**src/rtl/serial_cmd_pkg.sv**
```systemverilog
// Shared constants and state encodings for the serial command initiator
// and the command processor it talks to.
package serial_cmd_pkg;

  localparam logic [7:0] CMD_SOF   = 8'hA5;
  localparam logic [7:0] RSP_SOF   = 8'h5A;
  localparam logic [7:0] CMD_READ  = 8'h01;
  localparam logic [7:0] CMD_WRITE = 8'h02;
  localparam logic [7:0] STATUS_OK = 8'h00;

  localparam logic [1:0] RSP_ERR_OK      = 2'd0;
  localparam logic [1:0] RSP_ERR_CHK     = 2'd1;
  localparam logic [1:0] RSP_ERR_TIMEOUT = 2'd2;

  localparam int CMD_FRAME_LEN = 5;
  localparam int RSP_FRAME_LEN = 4;

  typedef enum logic [2:0] {
    ST_IDLE,
    ST_TX_LOAD,
    ST_TX_WAIT,
    ST_RX_WAIT,
    ST_RX_BYTE,
    ST_DONE
  } initiator_state_t;

endpackage

```
**src/rtl/serial_frame_xor.sv**
```systemverilog
// Running XOR accumulator used to build and verify frame checksums.
module serial_frame_xor (
  input  logic       clk,
  input  logic       rst,
  input  logic       clear,
  input  logic       enable,
  input  logic [7:0] data,
  output logic [7:0] acc
);

  always_ff @(posedge clk or posedge rst) begin
    if (rst) begin
      acc <= 8'h00;
    end else if (clear) begin
      acc <= 8'h00;
    end else if (enable) begin
      acc <= acc ^ data;
    end
  end

endmodule

```
**src/rtl/serial_cmd_initiator.sv**
```systemverilog
// Host-side master: serialises a register request into a 5-byte command frame
// over a quick_rs232 byte interface and checks the 4-byte response frame.
module serial_cmd_initiator #(
  parameter int unsigned TIMEOUT_CYCLES = 10000000,
  parameter logic [7:0]  CMD_SOF        = serial_cmd_pkg::CMD_SOF,
  parameter logic [7:0]  RSP_SOF        = serial_cmd_pkg::RSP_SOF
) (
  input  logic       clk,
  input  logic       rst,
  input  logic       req_valid,
  input  logic       req_write,
  input  logic [7:0] req_addr,
  input  logic [7:0] req_wdata,
  output logic       req_ready,
  output logic       rsp_valid,
  output logic [7:0] rsp_status,
  output logic [7:0] rsp_rdata,
  output logic [1:0] rsp_err,
  output logic [7:0] tx_data,
  output logic       tx_data_ready,
  input  logic       tx_data_copied,
  input  logic       tx_busy,
  input  logic [7:0] rx_data,
  input  logic       rx_byte_received,
  output logic       rx_read
);
  import serial_cmd_pkg::*;

  localparam logic [31:0] TIMEOUT_LAST = 32'(TIMEOUT_CYCLES - 1);

  initiator_state_t state, state_n;
  logic [2:0]  byte_idx, byte_idx_n;
  logic [1:0]  rx_idx, rx_idx_n;
  logic        req_write_q, req_write_n;
  logic [7:0]  req_addr_q, req_addr_n;
  logic [7:0]  req_wdata_q, req_wdata_n;
  logic [7:0]  rx_byte_q, rx_byte_n;
  logic [7:0]  rx_status_q, rx_status_n;
  logic [7:0]  rx_rdata_q, rx_rdata_n;
  logic [31:0] tmo_cnt, tmo_cnt_n;
  logic        rx_prev;
  logic [7:0]  tx_data_n;
  logic        tx_data_ready_n, rx_read_n, rsp_valid_n;
  logic [7:0]  rsp_status_n, rsp_rdata_n;
  logic [1:0]  rsp_err_n;
  logic        xor_clear, xor_en;
  logic [7:0]  xor_data, xor_acc;
  logic [7:0]  frame_byte;
  logic        rx_rise;

  serial_frame_xor u_xor (
    .clk    (clk),
    .rst    (rst),
    .clear  (xor_clear),
    .enable (xor_en),
    .data   (xor_data),
    .acc    (xor_acc)
  );

  assign rx_rise   = rx_byte_received & ~rx_prev;
  assign req_ready = (state == ST_IDLE);

  // The checksum slot sends the accumulator, which by then holds bytes 0..3.
  always_comb begin
    case (byte_idx)
      3'd0:    frame_byte = CMD_SOF;
      3'd1:    frame_byte = req_write_q ? CMD_WRITE : CMD_READ;
      3'd2:    frame_byte = req_addr_q;
      3'd3:    frame_byte = req_wdata_q;
      default: frame_byte = xor_acc;
    endcase
  end

  always_ff @(posedge clk or posedge rst) begin
    if (rst) begin
      state         <= ST_IDLE;
      byte_idx      <= 3'd0;
      rx_idx        <= 2'd0;
      req_write_q   <= 1'b0;
      req_addr_q    <= 8'h00;
      req_wdata_q   <= 8'h00;
      rx_byte_q     <= 8'h00;
      rx_status_q   <= 8'h00;
      rx_rdata_q    <= 8'h00;
      tmo_cnt       <= 32'd0;
      rx_prev       <= 1'b0;
      tx_data       <= 8'h00;
      tx_data_ready <= 1'b0;
      rx_read       <= 1'b0;
      rsp_valid     <= 1'b0;
      rsp_status    <= 8'h00;
      rsp_rdata     <= 8'h00;
      rsp_err       <= RSP_ERR_OK;
    end else begin
      state         <= state_n;
      byte_idx      <= byte_idx_n;
      rx_idx        <= rx_idx_n;
      req_write_q   <= req_write_n;
      req_addr_q    <= req_addr_n;
      req_wdata_q   <= req_wdata_n;
      rx_byte_q     <= rx_byte_n;
      rx_status_q   <= rx_status_n;
      rx_rdata_q    <= rx_rdata_n;
      tmo_cnt       <= tmo_cnt_n;
      rx_prev       <= rx_byte_received;
      tx_data       <= tx_data_n;
      tx_data_ready <= tx_data_ready_n;
      rx_read       <= rx_read_n;
      rsp_valid     <= rsp_valid_n;
      rsp_status    <= rsp_status_n;
      rsp_rdata     <= rsp_rdata_n;
      rsp_err       <= rsp_err_n;
    end
  end

  always_comb begin
    state_n         = state;
    byte_idx_n      = byte_idx;
    rx_idx_n        = rx_idx;
    req_write_n     = req_write_q;
    req_addr_n      = req_addr_q;
    req_wdata_n     = req_wdata_q;
    rx_byte_n       = rx_byte_q;
    rx_status_n     = rx_status_q;
    rx_rdata_n      = rx_rdata_q;
    tmo_cnt_n       = tmo_cnt;
    tx_data_n       = tx_data;
    tx_data_ready_n = tx_data_ready;
    rx_read_n       = 1'b0;
    rsp_valid_n     = 1'b0;
    rsp_status_n    = rsp_status;
    rsp_rdata_n     = rsp_rdata;
    rsp_err_n       = rsp_err;
    xor_clear       = 1'b0;
    xor_en          = 1'b0;
    xor_data        = frame_byte;

    case (state)
      ST_IDLE: begin
        if (rx_rise) rx_read_n = 1'b1;
        if (req_valid) begin
          req_write_n = req_write;
          req_addr_n  = req_addr;
          req_wdata_n = req_write ? req_wdata : 8'h00;
          byte_idx_n  = 3'd0;
          rx_idx_n    = 2'd0;
          rx_status_n = 8'h00;
          rx_rdata_n  = 8'h00;
          xor_clear   = 1'b1;
          state_n     = ST_TX_LOAD;
        end
      end

      ST_TX_LOAD: begin
        if (!tx_busy) begin
          tx_data_n       = frame_byte;
          tx_data_ready_n = 1'b1;
          xor_en          = (byte_idx != 3'd4);
          state_n         = ST_TX_WAIT;
        end
      end

      ST_TX_WAIT: begin
        if (tx_data_copied) begin
          tx_data_ready_n = 1'b0;
          if (byte_idx == 3'd4) begin
            tmo_cnt_n = 32'd0;
            xor_clear = 1'b1;
            state_n   = ST_RX_WAIT;
          end else begin
            byte_idx_n = byte_idx + 3'd1;
            state_n    = ST_TX_LOAD;
          end
        end
      end

      // Timeout is checked first so it wins over a byte arriving the same cycle.
      ST_RX_WAIT: begin
        if (tmo_cnt == TIMEOUT_LAST) begin
          rsp_err_n    = RSP_ERR_TIMEOUT;
          rsp_status_n = rx_status_q;
          rsp_rdata_n  = rx_rdata_q;
          rsp_valid_n  = 1'b1;
          state_n      = ST_DONE;
        end else begin
          if (tmo_cnt != 32'hFFFF_FFFF) tmo_cnt_n = tmo_cnt + 32'd1;
          if (rx_rise) begin
            rx_byte_n = rx_data;
            rx_read_n = 1'b1;
            state_n   = ST_RX_BYTE;
          end
        end
      end

      ST_RX_BYTE: begin
        xor_data = rx_byte_q;
        state_n  = ST_RX_WAIT;
        case (rx_idx)
          2'd0: begin
            if (rx_byte_q == RSP_SOF) begin
              xor_en   = 1'b1;
              rx_idx_n = 2'd1;
            end
          end
          2'd1: begin
            rx_status_n = rx_byte_q;
            xor_en      = 1'b1;
            rx_idx_n    = 2'd2;
          end
          2'd2: begin
            rx_rdata_n = rx_byte_q;
            xor_en     = 1'b1;
            rx_idx_n   = 2'd3;
          end
          default: begin
            rsp_err_n    = (rx_byte_q == xor_acc) ? RSP_ERR_OK : RSP_ERR_CHK;
            rsp_status_n = rx_status_q;
            rsp_rdata_n  = rx_rdata_q;
            rsp_valid_n  = 1'b1;
            state_n      = ST_DONE;
          end
        endcase
      end

      ST_DONE: begin
        state_n = ST_IDLE;
      end

      default: begin
        state_n = ST_IDLE;
      end
    endcase
  end

endmodule

```
**config.mk**
```make
export PLATFORM = sky130hd
export DESIGN_NAME = serial_cmd_initiator
export DESIGN_NICKNAME = d
export VERILOG_FILES = /design/src/rtl/serial_cmd_pkg.sv /design/src/rtl/serial_frame_xor.sv /design/src/rtl/serial_cmd_initiator.sv
export SDC_FILE = /design/constraint.sdc
export NUM_CORES = 1
export LEC_CHECK = 0
export ABC_AREA = 1
export CORE_AREA = 2 2 152 154
export DETAILED_ROUTE_END_ITERATION = 12
export DIE_AREA = 0 0 154 156
export PLACE_DENSITY = 0.46
export SLEW_MARGIN = 0
export SYNTH_ARGS = -nofsm -noshare
export SYNTH_HDL_FRONTEND = slang
export SYNTH_SLANG_ARGS = --single-unit
```
**constraint.sdc**
```tcl
create_clock -name clk -period 3.9 [get_ports clk]
set_input_delay 0.39 -clock clk [delete_from_list [all_inputs] [get_ports clk]]
set_output_delay 0.39 -clock clk [all_outputs]
set_load 0.05 [all_outputs]
```
Word-level counts from Yosys, hierarchy flattened
Index checks and enable logic that the tools add are counted.
{"block": "classes", "muxes": 59, "eq_ne": 29, "bitwise_logic": 5, "reduce_logical": 22, "add_sub_neg": 2}
{"op": "32-bit two-way mux", "n": 4}
{"op": "8-bit two-way mux", "n": 11}
{"op": "32-bit one-hot mux with 2 select lines", "n": 1}
{"op": "8-bit one-hot mux with 2 select lines", "n": 4}
{"op": "32-bit by 1-bit adder with 32-bit output, second input constant", "n": 1}
{"op": "32-bit by 24-bit == test with 1-bit output, second input constant", "n": 1}
{"op": "32-bit inequality test, second input constant", "n": 1}
{"op": "8-bit one-hot mux with 4 select lines", "n": 1}
{"op": "3-bit two-way mux", "n": 9}
{"op": "2-bit inequality test, second input constant", "n": 9}
{"op": "3-bit one-hot mux with 5 select lines", "n": 1}
{"op": "3-bit AND reduction", "n": 5}
{"op": "3-bit by 2-bit == test with 1-bit output, second input constant", "n": 4}
{"op": "1-bit two-way mux", "n": 12}
{"op": "2-bit two-way mux", "n": 6}
{"op": "1-bit one-hot mux with 2 select lines", "n": 6}
{"op": "4-bit AND reduction", "n": 3}
{"op": "2-bit nonzero test", "n": 6}
{"op": "3-bit inequality test, second input constant", "n": 3}
{"op": "8-bit by 7-bit == test with 1-bit output, second input constant", "n": 1}
{"op": "8-bit == test", "n": 1}
{"op": "2-bit one-hot mux with 2 select lines", "n": 2}
{"op": "8-bit bitwise XOR", "n": 1}
{"op": "3-bit by 1-bit == test with 1-bit output, second input constant", "n": 2}
{"op": "16 further kinds", "n": 22}
{"block": "word_totals", "out_inout_bits": 30, "word_cells": 136, "regBits": 119}

Logic depth before layout (Yosys ltp)
{"block": "depth", "word_depth": 6, "mapped_depth": 14, "ltp_nobuf": 12}

Modules after synthesis
A second synthesis with hierarchy kept.
{"block": "hier_totals", "hier_cells": 851, "hier_area_um2": 6349.8}
{"module": "serial_cmd_initiator", "area_per_inst_um2": 5960.7, "cells_per_inst": 807, "n_inst": 1, "seq_area_each_um2": 2777.7}
{"module": "serial_frame_xor", "area_per_inst_um2": 389.1, "cells_per_inst": 44, "n_inst": 1, "seq_area_each_um2": 200.2}

Worst setup path after synthesis
Ideal clock, no wire load.
{"block": "synth_timing", "kind": "reg-to-reg", "startpoint": "register state[1]", "endpoint": "register rx_rdata_q[0]", "path_slack_ns": 2.002, "synth_period_minus_slack_ns": 1.898, "path_stages_with_launch": 11, "t_arrival_ns": 1.821, "setup_time_ns": 0.077, "t_required_ns": 3.823, "n_path_buf": 1, "cell_sequence": "dfrtp_1 -> inv_2 -> nand2_1 -> nor2_2 -> inv_1 -> nor2_4 -> inv_2 -> nand2_2 -> buf_4 -> nor2_1 -> a21oi_1"}
{"block": "synth_via", "elab_chain_cells": 3, "elab_cells_between_ends": 7}
{"element": "start: declaration", "line_no": "serial_cmd_initiator.sv:31", "source": "initiator_state_t state, state_n;"}
{"element": "start signal: assignment", "line_no": "serial_cmd_initiator.sv:95", "source": "state <= state_n;"}
{"element": "3-bit zero test *"}
{"element": "named net req_ready", "line_no": "serial_cmd_initiator.sv:14", "source": "output logic req_ready,"}
{"element": "2-bit inequality test (no line) / 2-bit nonzero test (equally long branches)"}
{"element": "3-bit AND reduction (no line)"}
{"element": "end signal: assignment", "line_no": "serial_cmd_initiator.sv:103", "source": "rx_rdata_q <= rx_rdata_n;"}
{"element": "end: declaration", "line_no": "serial_cmd_initiator.sv:39", "source": "logic [7:0] rx_rdata_q, rx_rdata_n;"}
The timed path passes the listed nets; every way through them passes the cells marked *.
A chain may end at the register's enable or synchronous reset.

Worst setup path after layout
{"block": "layout_timing", "startpoint": "register state[0]", "endpoint": "output req_ready"}
{"block": "layout_via", "elab_chain_cells": 1}
{"element": "3-bit zero test", "line_no": "serial_cmd_initiator.sv:61", "source": "assign req_ready = (state == ST_IDLE);"}
{"element": "end: declaration", "line_no": "serial_cmd_initiator.sv:14"}
Every way passes these cells.

==> flow_metrics.py <==
metrics = {
    "power_and_ir_drop": {
        "clkPwrFrac_pct": 28.8,
        "p_per_area_nw_per_um2": 690.0,
        "comb_power_share_pct": 34.1,
        "p_sw_share_pct": 39.84,
        "p_switching_uw": 2209,
        "p_int_uw": 3335,
        "ir_worst_vdd_mv": 0.3509,
        "seq_power_share_pct": 37.1,
        "p_leak_uw": 0.003776,
    },
    "cts": {
        "insertion_delay_ns": 0.42,
        "numCtsBuffers": 17,
        "max-clock-path-buffers": 2,
        "htree_levels": 4,
        "ctsHoldBuffers": 0,
        "postCtsSetupBuffers": 0,
        "cts_tree": "yes",
        "path_clk_slew_ns": 0.05,
        "postCtsResizedCells": 0,
        "clock-sinks": 119,
        "cts_root_buffer": "clkbuf_16",
    },
    "die": {
        "initial_core_util_pct": 29.65,
        "die_area_um2": 24020,
        "core_um2": 22370,
        "ioPinCount": 61,
        "die_height_um": 156,
        "rows": 55,
        "dieWidth_um": 154,
    },
    "route": {
        "wl_per_cell_um": 14.36,
        "vias": 5606,
        "post-route-drc-count": 0,
        "viasPerCell": 4.521,
        "first_pass_iters": 5,
        "wirelength_um": 17810,
        "drt_iter0_markers": 311,
        "ant_nets": 0,
    },
    "timing": {
        "skew_ns": 0.01192,
        "finalSetupViolations": 0,
        "drv_slew": 0,
        "post-route-period-util_pct": 60.88,
        "slew_headroom_pct": 42.43,
        "finalSetupTns_ns": 0,
        "fin_crit_ns": 2.374,
        "rsz0062_at_grt": "false",
        "fmax_ghz": 0.4211,
        "hold_viol": 0,
        "fin_ws_ns": 1.526,
        "worst_pin_slew_ns": 0.8636,
    },
    "logic_synthesis": {
        "synthAdderAreaFrac_pct": 2.075,
        "syn_inst": 886,
        "synthMuxAreaShare_pct": 0,
        "synth_compound_area_share_pct": 7.075,
        "synth.distinct_cells": 35,
        "ys_ff_latch": 119,
        "syn_nets": 928,
        "ys_seq_area_share_pct": 44.91,
        "synthSimpleGateAreaFrac_pct": 34.96,
        "synth.avg_cell_area_um2": 7.485,
        "synthXorXnorAreaFrac_pct": 3.038,
        "synth_top_family_by_area": "simple AND/OR/NAND/NOR gates",
        "yosysWarnings": 0,
        "synth_area_um2": 6631,
    },
    "flow_run": {
        "max_cap_violations": 0,
    },
    "layout": {
        "drive_gt1_share_pct": 8.377,
        "syn_to_final_growth_pct": 21.15,
        "layout.nets": 984,
        "final_common_cell": "nand2_1",
        "regMostFlops": "tmo_cnt",
        "mostFrequentLayoutCells": "299 x nand2_1, 119 x dfrtp_1, 109 x nor2_1",
        "antennaDiodeCount": 0,
        "largest_register_ffs": 32,
    },
    "worst_setup_path": {
        "end_kind": "primary output",
        "worstPathMaxFanout": 4,
        "path_class": "flip-flop to primary output",
        "cp.required_ns": 3.51,
        "start_kind": "flip-flop",
        "cp.arrival_ns": 1.98,
        "r2r_cells": 10,
    },
    "global_routing": {
        "grt_antenna_before_repair": 0,
        "grt_pass1_vias": 5668,
        "track_usage_pct": 15.66,
        "grt_pass1_wl_um": 29670,
        "grt_remaining_overflow": 0,
        "grt_max_degree": 64,
    },
    "hold_path": {
        "whs_path_depth": 1,
        "hp-class": "input pin to flip-flop",
    },
    "placed_design": {
        "dp.final_hpwl_um": 12850,
        "gp_congestion": 0.8193,
        "port_buffers": 60,
        "dp_slack_ns": 1.535,
    },
    "outcome": {
        "status": "finished, final reports clean",
    },
}
## cell usage after synthesis (all sizes together)
cell type	count	share of area, %
nand2	304	17
nor2	121	7.7
dfrtp	119	45
inv	93	5.3
nand3	85	7.3
o21ai	40	3.8
a21oi	32	2.5
buf	19	2.3
xor2	14	1.8
ha	11	2.1
nand4	10	0.94
nor3	10	1.1
xnor2	9	1.2
clkbuf	6	0.34
a31oi	5	0.47
o31ai	2	0.23
or2	2	0.19
and3	1	0.094
nand3b	1	0.11
nor4	1	0.094
o22ai	1	0.094
## path summary, 6_finish.rpt
| path | start | end | slack [ns] |
|---|---|---|---|
| setup / recovery | state[0]$_DFFE_PP0P_ | req_ready | 1.53 |
| hold / removal | rx_byte_received | rx_prev$_DFF_PP0_ | 0.46 |
| setup reg to reg | tmo_cnt[0]$_DFFE_PP0P_ | tmo_cnt[21]$_DFFE_PP0P_ | 1.66 |
| hold reg to reg | rx_status_q[6]$_DFFE_PP0P_ | rsp_status[6]$_DFFE_PP0P_ | 0.47 |
| max in group asynchronous | rst | req_wdata_q[0]$_DFFE_PP0P_ | 2.57 |
| min in group asynchronous | rst | rsp_rdata[6]$_DFFE_PP0P_ | 0.52 |
## power by group through the flow
stage / logic (µW) / clock network (µW) / registers (µW)
floorplan: 1390 / 0 / 2050
global placement: 1890 / 0 / 2080
detailed placement: 1900 / 0 / 2070
CTS: 1920 / 1630 / 2060
global route: 2170 / 1700 / 2120
finish: 1890 / 1600 / 2060
## cells by family (layout without fill, tap and decap cells)
logic type,after synthesis,after routing
AO/OA/AOI/OAI,80,80
XOR/XNOR,23,23
adder cells (fa/ha/maj),11,11
buffers and inverters,118,187
flip-flops,119,119
AND/OR/NAND/NOR,535,535
## routing by layer
metal,global-route usage [%],part of all wire (%),vias to the layer above
met5,0,0,-
met3,3.278,3.2,18
met1,21.66,52,2596
met4,4.539,1.2,0
met2,24.77,44,85
li1,-,-,2907
## per-stage QoR
stage               utilization (%)  std cells  power (µW)  hold WS, ns  area [µm²]
floorplan                         -        886        3441       0.4214        6631
global placement              33.27       1208        3963       0.4591        7441
detailed placement            33.27       1208        3969       0.4632        7441
CTS                           35.92       1240        5606       0.4458        8034
global route                  35.92       1240        5989       0.4577        8034
finish                        35.92       1240        5543       0.4622        8034
## critical path, stage by stage, from the launching register on
cell and delay, ns:
dfrtp_1 0.40, inv_1 0.08, nand2_1 0.09, nor2_2 0.13, clkdlybuf4s50_1 0.87
## area by class of cell
| type | count | area, µm² |
|---|---|---|
| clock buffer | 24 | 471.7 |
| clock inverter | 8 | 121.4 |
| fill | 2346 | 14330 |
| inverter | 93 | 351.6 |
| multi-input combinational | 649 | 3127 |
| sequential | 119 | 2978 |
| tap | 285 | 356.6 |
| timing repair buffer | 62 | 628.1 |
(Power assumes the default switching activity.)
